===== src/rtl/led_seq_pkg.sv =====
// Shared mode encodings, default timing constants and the mode-stepping helper
// for the LED sequencer.
package led_seq_pkg;

  localparam logic [1:0] MODE_MANUAL = 2'd0;
  localparam logic [1:0] MODE_AUTO   = 2'd1;
  localparam logic [1:0] MODE_PAUSE  = 2'd2;

  localparam int DEBOUNCE_CYCLES_DEF = 240000;
  localparam int AUTO_PERIOD_DEF     = 6000000;
  localparam int CNT_W_DEF           = 24;

  function automatic logic [1:0] next_mode(input logic [1:0] cur);
    case (cur)
      MODE_MANUAL: next_mode = MODE_AUTO;
      MODE_AUTO:   next_mode = MODE_PAUSE;
      default:     next_mode = MODE_MANUAL;
    endcase
  endfunction

endpackage


===== src/rtl/btn_debounce.sv =====
// Two-flop synchroniser, stable-level debouncer and rising-edge event pulse
// for one raw push button.
module btn_debounce
  import led_seq_pkg::*;
#(
  parameter int DEBOUNCE_CYCLES = DEBOUNCE_CYCLES_DEF,
  parameter int CNT_W           = CNT_W_DEF
) (
  input  logic clk,
  input  logic reset,
  input  logic btn,
  output logic evt
);

  logic             sync_a;
  logic             sync_b;
  logic             level;
  logic [CNT_W-1:0] cnt;

  // Any cycle that agrees with the accepted level restarts the stability count.
  always_ff @(posedge clk or negedge reset) begin
    if (!reset) begin
      sync_a <= 1'b0;
      sync_b <= 1'b0;
      level  <= 1'b0;
      cnt    <= '0;
      evt    <= 1'b0;
    end else begin
      sync_a <= btn;
      sync_b <= sync_a;
      evt    <= 1'b0;
      if (sync_b != level) begin
        if (cnt == CNT_W'(DEBOUNCE_CYCLES - 1)) begin
          level <= sync_b;
          cnt   <= '0;
          evt   <= sync_b;
        end else begin
          cnt <= cnt + CNT_W'(1);
        end
      end else begin
        cnt <= '0;
      end
    end
  end

endmodule


===== src/rtl/led_sequencer.sv =====
// Shares the LED interface advance pulse between the step button, auto timer
// and external requester. Optional `heartbeat` output under LED_SEQ_HEARTBEAT_EN.
module led_sequencer
  import led_seq_pkg::*;
#(
  parameter int DEBOUNCE_CYCLES = DEBOUNCE_CYCLES_DEF,
  parameter int AUTO_PERIOD     = AUTO_PERIOD_DEF,
  parameter int CNT_W           = CNT_W_DEF
) (
  input  logic       clk,
  input  logic       reset,
  input  logic       btn_step,
  input  logic       btn_mode,
  input  logic       ext_req,
  output logic       ext_gnt,
  output logic       advance,
  output logic [1:0] mode,
  output logic [7:0] step_count
`ifdef LED_SEQ_HEARTBEAT_EN
  ,
  output logic       heartbeat
`endif
);

  logic             step_evt;
  logic             mode_evt;
  logic [CNT_W-1:0] period_cnt;
  logic             auto_pending;
  logic             auto_tick;
  logic             auto_want;
  logic             win_step;
  logic             win_auto;
  logic             win_ext;
  logic             win_any;

  btn_debounce #(.DEBOUNCE_CYCLES(DEBOUNCE_CYCLES), .CNT_W(CNT_W)) u_step_db (
    .clk   (clk),
    .reset (reset),
    .btn   (btn_step),
    .evt   (step_evt)
  );

  btn_debounce #(.DEBOUNCE_CYCLES(DEBOUNCE_CYCLES), .CNT_W(CNT_W)) u_mode_db (
    .clk   (clk),
    .reset (reset),
    .btn   (btn_mode),
    .evt   (mode_evt)
  );

  // Fixed priority: step, then auto, then external. The external request is
  // masked while its grant is out because the requester only drops it a cycle later.
  assign auto_tick = (mode == MODE_AUTO) && (period_cnt == CNT_W'(AUTO_PERIOD - 1));
  assign auto_want = auto_tick || auto_pending;
  assign win_step  = step_evt;
  assign win_auto  = !step_evt && auto_want;
  assign win_ext   = !step_evt && !auto_want && ext_req && !ext_gnt;
  assign win_any   = win_step || win_auto || win_ext;

  always_ff @(posedge clk or negedge reset) begin
    if (!reset) begin
      mode         <= MODE_MANUAL;
      period_cnt   <= '0;
      auto_pending <= 1'b0;
    end else if (mode_evt) begin
      mode         <= next_mode(mode);
      period_cnt   <= '0;
      auto_pending <= 1'b0;
    end else begin
      case (mode)
        MODE_AUTO: begin
          if (step_evt || auto_tick) period_cnt <= '0;
          else                       period_cnt <= period_cnt + CNT_W'(1);
        end
        MODE_PAUSE: period_cnt <= period_cnt;
        default:    period_cnt <= '0;
      endcase
      // A step in the tick cycle swallows the tick rather than deferring it.
      if (win_auto)                    auto_pending <= 1'b0;
      else if (auto_tick && !step_evt) auto_pending <= 1'b1;
    end
  end

  always_ff @(posedge clk or negedge reset) begin
    if (!reset) begin
      advance    <= 1'b0;
      ext_gnt    <= 1'b0;
      step_count <= 8'd0;
    end else begin
      advance <= win_any;
      ext_gnt <= win_ext;
      if (win_any) step_count <= step_count + 8'd1;
    end
  end

`ifdef LED_SEQ_HEARTBEAT_EN
  always_ff @(posedge clk or negedge reset) begin
    if (!reset)       heartbeat <= 1'b0;
    else if (win_any) heartbeat <= ~heartbeat;
  end
`endif

endmodule


===== config.mk =====
export PLATFORM = sky130hd
export DESIGN_NAME = led_sequencer
export DESIGN_NICKNAME = d
export VERILOG_FILES = /design/src/rtl/led_seq_pkg.sv /design/src/rtl/btn_debounce.sv /design/src/rtl/led_sequencer.sv
export SDC_FILE = /design/constraint.sdc
export NUM_CORES = 1
export LEC_CHECK = 0
export CAP_MARGIN = 40
export CORE_UTILIZATION = 26
export DETAILED_ROUTE_END_ITERATION = 10
export DONT_BUFFER_PORTS = 1
export PLACE_DENSITY = 0.51
export SYNTH_ARGS = -nofsm -noshare
export SYNTH_HDL_FRONTEND = slang
export SYNTH_HIERARCHICAL = 1
export SYNTH_SLANG_ARGS = --single-unit

===== constraint.sdc =====
create_clock -name clk -period 2.1 [get_ports clk]
set_input_delay 0.21 -clock clk [delete_from_list [all_inputs] [get_ports clk]]
set_output_delay 0.21 -clock clk [all_outputs]
set_load 0.1 [all_outputs]

---- Yosys cells after proc, flatten, opt, wreduce, memory -nomap -nowiden ----
Index checks and enable logic that the tools add are counted.
word-level totals
  register bits after elaboration ......... 93
  bits in latches ......................... 0
  bits in writable memories ............... 0
  memory bits (read-only) ................. 0
  logic and storage cells ................. 60
  memories kept ........................... 0
operators by class
  $add $sub $neg .......................... 4
  multiply operators ...................... 0
  div/mod/pow operators ................... 0
  order comparisons ....................... 0
  eq/ne operators ......................... 8
  shifts and indexed selects .............. 0
  muxes and demuxes ....................... 15
  bitwise operators ....................... 0
  reduce and logical (&&, ||, !) cells .... 17
operator list
  kind                   count
  $mux 24                6
  $add 24x1->24 const B  3
  $eq 24x18->1 const B   2
  $pmux 24 s2            1
  $eq 24x23->1 const B   1
  $add 8x1->8 const B    1
  $mux 1                 7
  $logic_and 1x1->1      6
  $logic_or 1x1->1       4
  $pmux 2 s2             1
  $reduce_and 2->1       2
  $logic_not 1->1        3
  $reduce_bool 3->1      1
  $eq 2x1->1 const B     1
  $eq 2x2->1 const B     1
  $logic_not 2->1        1
  $ne 1x1->1             2
  $ne 2x1->1 const B     1

---- Depth between registers and ports, before layout ----
Gate-level depths: netlist (run 1).
  depth in word-level cells ............... 8
  gate-level depth with buffers ........... 7
  mapped depth without buffers ............ 6

---- Modules after synthesis ----
Netlist (run 1), hierarchy kept.
modules (own cells, without submodules)
  module         times used  cells each  area each (um^2)
  btn_debounce   2           139         1365.1
  led_sequencer  1           199         1968.1

---- Worst setup path after synthesis (run 1) ----
Ideal clock, no wire load.
  path type ............................... flip-flop to flip-flop
  start point ............................. register mode[0]
  end point ............................... register period_cnt[5]
  setup time .............................. 0.082 ns
  arrival time ............................ 2.268 ns
  required time ........................... 2.018 ns
  setup slack ............................. -0.250 ns
  stages on the path, launching flop included .. 7
  clock period less this slack ............ 2.350 ns
  path through ............................ dfrtp_1 > nand2b_1 > or3_1 > a21oi_4 > buf_2 > o21ai_0 > a31oi_1
on the way
  cells in the longest elaborated chain, start to end .. 6
RTL lines
  what                      line                                      source
  start: declaration        led_sequencer.sv:17                       output logic [1:0] mode,
  start signal: assignment  led_sequencer.sv:65                       mode <= next_mode(mode);
  $eq 2x1->1                led_sequencer.sv:52, led_sequencer.sv:69
  $logic_and 1x1->1         led_sequencer.sv:52                       assign auto_tick = (mode == MODE_AUTO) && (period_cnt == CNT_W'(AUTO_PERIOD - 1));
  $logic_or 1x1->1          led_sequencer.sv:71                       if (step_evt || auto_tick) period_cnt <= '0;
  $mux 24                   led_sequencer.sv:71
  $pmux 24 s2               led_sequencer.sv:69                       case (mode)
  $mux 24                   led_sequencer.sv:64                       end else if (mode_evt) begin
  end signal: assignment    led_sequencer.sv:72                       else period_cnt <= period_cnt + CNT_W'(1);
  end signal: assignment    led_sequencer.sv:74                       MODE_PAUSE: period_cnt <= period_cnt;
  end: declaration          led_sequencer.sv:27                       logic [CNT_W-1:0] period_cnt;
Parallel ways exist; a longest one is shown, timed or not.
A chain may end at the register's enable or synchronous reset.

---- Final worst setup path (run 1) ----
  start point ............................. register u_mode_db.cnt[1]
  end point ............................... register u_mode_db.cnt[16]
on the way
  cells in the longest elaborated chain, start to end .. 3
RTL lines
  what                                                  line                                    source
  start: declaration                                    btn_debounce.sv:18                      logic [CNT_W-1:0] cnt;
  start signal: assignment                              btn_debounce.sv:38                      cnt <= cnt + CNT_W'(1);
  $add 24x1->24 / $eq 24x18->1 (equally long branches)  btn_debounce.sv:38, btn_debounce.sv:33
  $mux 24 (*)                                           btn_debounce.sv:33                      if (cnt == CNT_W'(DEBOUNCE_CYCLES - 1)) begin
  $mux 24 (*)                                           btn_debounce.sv:32                      if (sync_b != level) begin
Mark *: on every way between the ends. The rest lies on a longest branch, timed or not.

==> flow_metrics.tcl, run 1 <==
set metrics [dict create \
    place_hpwl_um 6910 \
    antenna_found_initial 0 \
    layout-drive-gt1-share 0.161 \
    syn_area_per_cell_um2 9.85 \
    path_cells "ha_1 -> nand4_1 -> or3_1 -> or4_1 -> a21oi_1" \
    finClkSkew_ns 0.0105 \
    critical_path_class "flop to flop" \
    synth_cells 477 \
    ir_worst_vdd_mv 0.830 \
    grt_max_degree 94 \
    power_leakage_nw 2.23 \
    hold_viol_final 93 \
    slowest_stage "or3_1" \
    place_congestion 0.775 \
    hp-class "primary input to async pin" \
    dieWidth_um 136 \
    outcome "finished, violations left" \
    cts.sinks 93 \
    cts-root-buf "clkbuf_16" \
    htree_levels 3 \
    r2r_slack_ns 0.12 \
    fmax_mhz 506 \
    async_flop_share 1.00 \
    min_period_over_period 0.941 \
    vias_per_cell 4.96 \
    r2r_cells 5 \
    synthFlopType "dfrtp_1" \
    worst_r2r_endpoint "u_mode_db/cnt[16]" \
    cts-buffers-inserted 9 \
    synth_top_area_share 0.495 \
    ios 17 \
    synth.area.top_cells "dfrtp_1 50%, xnor2_1 5.2%, nor2_1 4.0%" \
    cpPeakStageDelay_ns 0.55 \
    synth_edf_count 0 \
    synth_cell_types 48 \
    powerDensity_nw_per_um2 758 \
    maxSlewHeadroom 0.688 \
    clk_pin_slew_worst_paths_ns 0.07 \
    nNetsFinal 527 \
    total_power_mw 4.23 \
    path_max_fanout 9 \
    die_h_um 136 \
    synth_nets 486 \
    layout_min_cycle_time_ns 1.98 \
    post_synth_most_frequent_cells "93 x dfrtp_1, 50 x nor2_1, 36 x nand2_1" \
    die_area_um2 18600 \
    synthesis.area_um2 4700 \
    start_util 0.269 \
    drt_pass1_iterations 5 \
    yosys.area.top_type "dfrtp_1" \
    clockBufferDepth 2 \
    n_antenna_cell 0 \
    yosysSeqAreaShare 0.495 \
    required_ns 2.36 \
    ys_ff_latch 93 \
    cp.arrival_ns 2.24 \
    gr-usage-all-layers 0.120 \
    syn2layout_area_growth_pct 18.9 \
    routed_wl_um 10300 \
    yosys_warnings 6 \
    grt_pass1_wl_um 17700 \
    drt_iter0_markers 235 \
    port_buffers 0 \
    tightest_slew_ns 0.464 \
    yosysMostFrequentCell "dfrtp_1" \
    ant_nets 0 \
    critPathLaunchType "flop" \
    core_um2 17500 \
    overflow 0 \
    holdWs_ns -0.448 \
    num_vias 3701 \
    instances_no_fill 746 \
    clk_latency_ns 0.35 \
    endpoint_kind "flop" \
    violations "negative hold slack" \
    rsz0062_at_grt "yes" \
    final-max-slew-violation-count 0 \
    grt_pass1_vias 3625 \
    cts_tree "done" \
    dp.cells 728 \
    maxCapViolations 0 \
    finalSetupViolCount 0 \
    cts_hold_buf 2 \
    core.rowCount 48 \
    timing.rr.start "u_mode_db/cnt[1]" \
    drc 0 \
    wl_per_cell_um 13.7 \
]
## metal layers
| metal | vias up | track usage | share of wire |
|---|---|---|---|
| met5 | - | 0 | 0 |
| met4 | 0 | 0.0377 | 0.013 |
| met3 | 10 | 0.0347 | 0.039 |
| met2 | 70 | 0.191 | 0.45 |
| met1 | 1800 | 0.156 | 0.50 |
| li1 | 1821 | - | - |
## layout make-up
| class | instances | area [um^2] |
|---|---|---|
| multi-input cells | 354 | 2280 |
| inverters | 15 | 56.3 |
| well taps | 225 | 282 |
| repair buffers | 45 | 355 |
| clock inverters | 2 | 35.0 |
| clock buffers | 12 | 246 |
| fillers | 1782 | 11900 |
| flip-flops and latches | 93 | 2330 |
## worst max-delay path, delay by kind of cell (launching register included)
kind | cells | cell delay (ns)
AOI/OAI and AO/OA | 1 | 0.17
adders and majority gates | 1 | 0.18
DFF | 1 | 0.35
and+or+nand+nor | 3 | 1.19
## cells in the final DEF (no fill, tap or decap), types with 3 or more instances in the layout
cell type	instances
dfrtp_1	89
nor2_1	50
buf_4	42
nand2_1	36
nand3_1	29
xnor2_1	28
a21oi_1	24
nand4_1	22
o21ai_0	18
inv_1	15
nor4_1	14
xor2_1	13
or3_1	12
or4_1	11
o31ai_1	10
nor3_1	9
clkbuf_16	9
and3_1	8
a31oi_1	6
a22o_1	5
mux2_2	5
a41oi_1	4
ha_1	4
dfrtp_2	4
nor2b_1	3
nor4bb_1	3
and4_2	3
and3b_1	3
and4_1	3
## power breakdown
| group | leakage (nW) | internal [mW] | switching (mW) |
|---|---|---|---|
| clock | 0.139 | 0.941 | 0.658 |
| combinational | 0.829 | 0.155 | 0.540 |
| sequential | 1.27 | 1.86 | 0.0753 |
| total | 2.23 | 2.96 | 1.27 |
## flip-flops by register name, indices dropped and copies added, names as in the netlist, 2 cells and up
signal and cells:
period_cnt 24, u_mode_db/cnt 24, u_step_db/cnt 24, step_count 8, mode 2
## what timing repair did
| action | in CTS | in global routing |
|---|---|---|
| resized for setup | 0 | 7 |
| endpoints found under the setup margin | 0 | 24 |
| endpoints found under the hold margin | 95 | 93 |
| setup buffers | 0 | 1 |
## how the worst max path moves through the flow
stage / startpoint / endpoint / slack, ns
finish: u_mode_db/cnt[1] / u_mode_db/cnt[16] / 0.12
global route: u_step_db/cnt[1] / u_step_db/cnt[22] / -0.006
CTS: u_step_db/cnt[1] / u_step_db/cnt[22] / 0.01
detailed placement: mode[1] / period_cnt[22] / 0.04
global placement: u_step_db/cnt[1] / u_step_db/cnt[20] / 0.11
floorplan: mode[1] / period_cnt[5] / 0.08
## cell families after synthesis
family	synth area share
simple gates	0.270
flops	0.495
compound gates	0.103
xor+xnor	0.0764
buf+inv	0.0282
mux	0.0165
fa+ha+maj	0.0107
## metrics by stage
| step | cell area [um^2] | setup slack (ns) | TNS (ns) | util | hold WS, ns |
|---|---|---|---|---|---|
| 6_report | 5590 | 0.124 | 0 | 0.320 | -0.448 |
| 5_1_grt | 5590 | -0.00649 | -0.00649 | 0.320 | -0.470 |
| 4_1_cts | 5550 | 0.00991 | 0 | 0.317 | -0.464 |
| 3_5_place_dp | 5240 | 0.0416 | 0 | 0.300 | -0.0822 |
| 3_3_place_gp | 5240 | 0.112 | 0 | 0.300 | -0.0826 |
| 2_1_floorplan | 4700 | 0.0765 | 0 | - | -0.0856 |
(Power assumes the default switching activity.)
==> run 2, diff against run 1 <==
- ABC_CLOCK_PERIOD_IN_PS: default -> 2100
- CORE_UTILIZATION: 26 -> 55
- PLACE_DENSITY: 0.51 -> 0.83
==> flow_metrics.tcl, run 2 (synthesized netlist as in run 1, its figures left out) <==
set metrics [dict create \
    layout-drive-gt1-share 0.151 \
    die_area_um2 8920 \
    powerDensity_nw_per_um2 727 \
    drt_iter0_markers 209 \
    largestRegisters "period_cnt x24, u_mode_db/cnt x24, u_step_db/cnt x24" \
    critPathLaunchType "flop" \
    fillerInstances 648 \
    core.rowCount 33 \
    final-max-slew-violation-count 0 \
    cts-buffers-inserted 9 \
    port_buffers 0 \
    htree_levels 3 \
    clk_pin_slew_worst_paths_ns 0.10 \
    instances_no_fill 621 \
    place_congestion 0.874 \
    layout_setup_ws_ns 0.0342 \
    fmax_mhz 484 \
    critical_path_class "flop to flop" \
    cts_tree "done" \
    layout_min_cycle_time_ns 2.07 \
    ir_worst_vdd_mv 0.451 \
    core_um2 8260 \
    hold_viol_final 93 \
    final_cell_mix "91 x dfrtp_1, 50 x nor2_1, 36 x nand2_1" \
    required_ns 2.38 \
    violations "negative hold slack" \
    rsz0062_at_grt "yes" \
    fin_area_um2 5300 \
    cp.arrival_ns 2.35 \
    maxCapViolations 0 \
    cts.sinks 93 \
    layout_commonest_cell "dfrtp_1" \
    total_power_mw 3.85 \
    power_leakage_nw 2.16 \
    outcome "finished, violations left" \
    cts-root-buf "clkbuf_8" \
    hp-class "primary input to async pin" \
    num_vias 3829 \
    finClkSkew_ns 0.0156 \
    dp_slack_ns -0.00188 \
    grt_pass1_wl_um 16600 \
    drc 0 \
    finalSetupViolCount 0 \
    syn2layout_area_growth_pct 12.9 \
    endpoint_kind "flop" \
    routed_wl_um 9900 \
    path_max_fanout 14 \
    nNetsFinal 520 \
    gr-usage-all-layers 0.241 \
    fin_tns_setup_ns 0 \
    die_h_um 94.4 \
    dieWidth_um 94.4 \
    maxSlewHeadroom 0.519 \
    grt_max_degree 94 \
    placed_cell_area_um2 5020 \
    ant_nets 0 \
    tightest_slew_ns 0.722 \
    overflow 0 \
    ios 17 \
    place_hpwl_um 6630 \
    vias_per_cell 6.17 \
    start_util 0.569 \
    drt_pass1_iterations 5 \
    n_antenna_cell 0 \
    clockBufferDepth 2 \
    clk_latency_ns 0.37 \
    fin_util 0.642 \
    wl_per_cell_um 15.9 \
    antenna_found_initial 0 \
    holdWs_ns -0.471 \
    cts_hold_buf 2 \
    min_period_over_period 0.984 \
    grt_pass1_vias 3652 \
    dp.cells 600 \
]
-- run 2: changes by cell type in the layout (fill, tap and decap cells not counted), sizes merged --
| cell | before | now |
|---|---|---|
| clkbuf | 12 | 9 |
| buf | 43 | 36 |
| clkinv | 1 | 2 |
| inv | 15 | 19 |
-- run 2: layout make-up --
class	count	area [um^2]	area share
clock inverter	7	78.8	0.0149
clock buffer	9	124	0.0234
tap	105	131	0.0248
sequential	93	2330	0.439
timing repair buffer	38	303	0.0571
multi-input combinational	354	2280	0.430
inverter	15	56.3	0.0106
-- run 2: worst max-delay path: stages (launching register included) --
cell and delay, ns:
dfrtp_2 0.40, nand2b_1 0.20, or3_1 0.45, a21oi_2 0.59, a21oi_1 0.15, o21ai_0 0.20
-- run 2: worst paths after layout --
check | startpoint | endpoint | slack [ns] | depth (start not counted)
max in group asynchronous | reset | mode[0] | 2.43 | 0
worst min-delay path | reset | step_count[0] | -0.47 | 0
worst max-delay path | mode[1] | period_cnt[18] | 0.03 | 5
min in group clk | ext_req | ext_gnt | 0.21 | 2
worst max register to register | mode[1] | period_cnt[18] | 0.03 | 5
worst min register to register | u_step_db/sync_a | u_step_db/sync_b | 0.38 | 0
-- run 2: power by group --
| group | internal (mW) | leakage [nW] | switching, mW |
|---|---|---|---|
| logic | 0.153 | 0.791 | 0.528 |
| clock network | 0.567 | 0.105 | 0.663 |
| registers | 1.86 | 1.27 | 0.0824 |
-- run 2: routing by layer --
| metal | GRT usage | vias to the layer above | part of all wire |
|---|---|---|---|
| met5 | 0 | - | 0 |
| met2 | 0.412 | 114 | 0.50 |
| li1 | - | 1811 | - |
| met3 | 0.0362 | 19 | 0.043 |
| met1 | 0.297 | 1885 | 0.43 |
| met4 | 0.117 | 0 | 0.024 |
-- run 2: what timing repair did --
action / CTS / global route
buffers inserted: 0 / 2
endpoints found under the hold margin: 95 / 93
endpoints found under the setup margin: 0 / 19
resized for setup: 0 / 4
==> run 3, diff against run 2 <==
- ABC_CLOCK_PERIOD_IN_PS: 2100 -> 1800
- clock period: 2.1 -> 1.8 ns (I/O delays scaled with it)
==> flow_metrics.tcl, run 3 (synthesized netlist as in run 1, its figures left out) <==
set metrics [dict create \
    outcome "finished, violations left" \
    violations "negative hold slack, negative setup slack" \
    place_congestion 0.926 \
    overflow 0 \
    drt_iter0_markers 326 \
    cts_tree "done" \
    die_area_um2 8920 \
    grt_max_degree 94 \
    path_max_fanout 3 \
    tightest_slew_ns 0.404 \
    cpPeakStageDelay_ns 0.43 \
    critPathLaunchType "flop" \
    holdWs_ns -0.514 \
    hold_viol_final 93 \
    slowest_stage "dfrtp_1" \
    finalSetupViolCount 28 \
    largestRegisters "period_cnt x24, u_mode_db/cnt x24, u_step_db/cnt x24" \
    cp.arrival_ns 2.22 \
    rsz0062_at_grt "yes" \
    antenna_found_initial 0 \
    fin_util 0.752 \
    layout_commonest_cell "buf_4" \
    critical_path_class "flop to flop" \
    layout_min_cycle_time_ns 1.91 \
    vias_per_cell 6.44 \
    place_hpwl_um 7900 \
    clk_latency_ns 0.38 \
    htree_levels 3 \
    ant_nets 0 \
    min_period_over_period 1.06 \
    clockBufferDepth 2 \
    nNetsFinal 595 \
    fillerInstances 486 \
    dieWidth_um 94.4 \
    cts.sinks 93 \
    cts_hold_buf 2 \
    endpoint_kind "flop" \
    routed_wl_um 13300 \
    layout_setup_ws_ns -0.113 \
    drc 0 \
    wl_per_cell_um 19.1 \
    fmax_mhz 523 \
    layout-drive-gt1-share 0.357 \
    maxSlewHeadroom 0.728 \
    finClkSkew_ns 0.0169 \
    grt_pass1_vias 4332 \
    dp.cells 663 \
    die_h_um 94.4 \
    maxCapViolations 0 \
    ir_worst_vdd_mv 0.852 \
    clk_pin_slew_worst_paths_ns 0.10 \
    cts-root-buf "clkbuf_8" \
    final_cell_mix "98 x buf_4, 88 x dfrtp_1, 49 x nor2_1" \
    gr-usage-all-layers 0.281 \
    n_antenna_cell 0 \
    placed_cell_area_um2 5530 \
    instances_no_fill 696 \
    core_um2 8260 \
    hp-class "primary input to async pin" \
    powerDensity_nw_per_um2 725 \
    final-max-slew-violation-count 0 \
    power_leakage_nw 2.62 \
    total_power_mw 4.50 \
    syn2layout_area_growth_pct 32.2 \
    path_cells "ha_4 -> nand4_4 -> buf_6 -> nor4_4 -> buf_4 -> nand3_2 -> or3_1 -> o21ai_1" \
    start_util 0.569 \
    drt_pass1_iterations 5 \
    grt_pass1_wl_um 19600 \
    required_ns 2.11 \
    port_buffers 0 \
    num_vias 4484 \
    fin_area_um2 6210 \
    ios 17 \
    cts-buffers-inserted 9 \
    core.rowCount 33 \
]
-- run 3: cell count changes in the layout (fill, tap and decap cells not counted), moves of 9 or more --
cell / change
a21oi_1: -10
a21oi_2: +9
buf_4: +63
buf_6: +13
o21ai_0: -12
o21ai_1: +9
-- run 3: critical path: cells and delay by family, from the launching register on --
kind | cells | cell delay, ns
adder cells (fa/ha/maj) | 1 | 0.19
AO/OA/AOI/OAI | 1 | 0.07
buffers and inverters | 2 | 0.34
AND/OR/NAND/NOR | 4 | 0.81
flip-flops | 1 | 0.43
-- run 3: layout make-up --
cell class | instances | area (um^2) | share of cell area
multi-input combinational | 353 | 2590 | 0.417
sequential | 93 | 2340 | 0.376
timing repair buffer | 114 | 910 | 0.146
tap | 105 | 131 | 0.0211
clock buffer | 9 | 124 | 0.0199
clock inverter | 7 | 61.3 | 0.00987
inverter | 15 | 56.3 | 0.00906
-- run 3: power breakdown --
group / switching (mW) / internal, mW / leakage [nW]
combinational: 0.642 / 0.218 / 1.27
sequential: 0.100 / 2.17 / 1.26
clock: 0.836 / 0.535 / 0.0960
-- run 3: through the flow --
stage          TNS (ns)  worst slack, ns
6_report          -1.05           -0.113
5_1_grt           -4.71           -0.191
4_1_cts         -0.0960          -0.0345
3_5_place_dp      -2.68           -0.164
3_3_place_gp     -0.688          -0.0671
2_1_floorplan     -4.29           -0.104
-- run 3: worst paths after layout --
kind / depth (start not counted) / startpoint / slack [ns] / endpoint
max: 8 / period_cnt[1] / -0.11 / period_cnt[14]
max in group asynchronous: 0 / reset / 2.13 / u_mode_db/cnt[7]
max reg2reg: 8 / period_cnt[1] / -0.11 / period_cnt[14]
min: 0 / reset / -0.51 / period_cnt[23]
min reg2reg: 0 / u_step_db/sync_a / 0.36 / u_step_db/sync_b
min in group clk: 2 / ext_req / 0.12 / ext_gnt
-- run 3: routing by layer --
metal	vias to the layer above	part of all wire	track usage
li1	1956	-	-
met3	70	0.060	0.0427
met5	-	0	0
met2	243	0.51	0.484
met1	2215	0.38	0.341
met4	0	0.045	0.145
-- run 3: timing repair --
| item | 4_1_cts | 5_1_grt |
|---|---|---|
| hold endpoints to repair | 95 | 93 |
| cloned | 0 | 3 |
| buffers inserted | 6 | 6 |
| pin swaps | 14 | 23 |
| setup endpoints to repair | 47 | 72 |
| resized for setup | 22 | 67 |
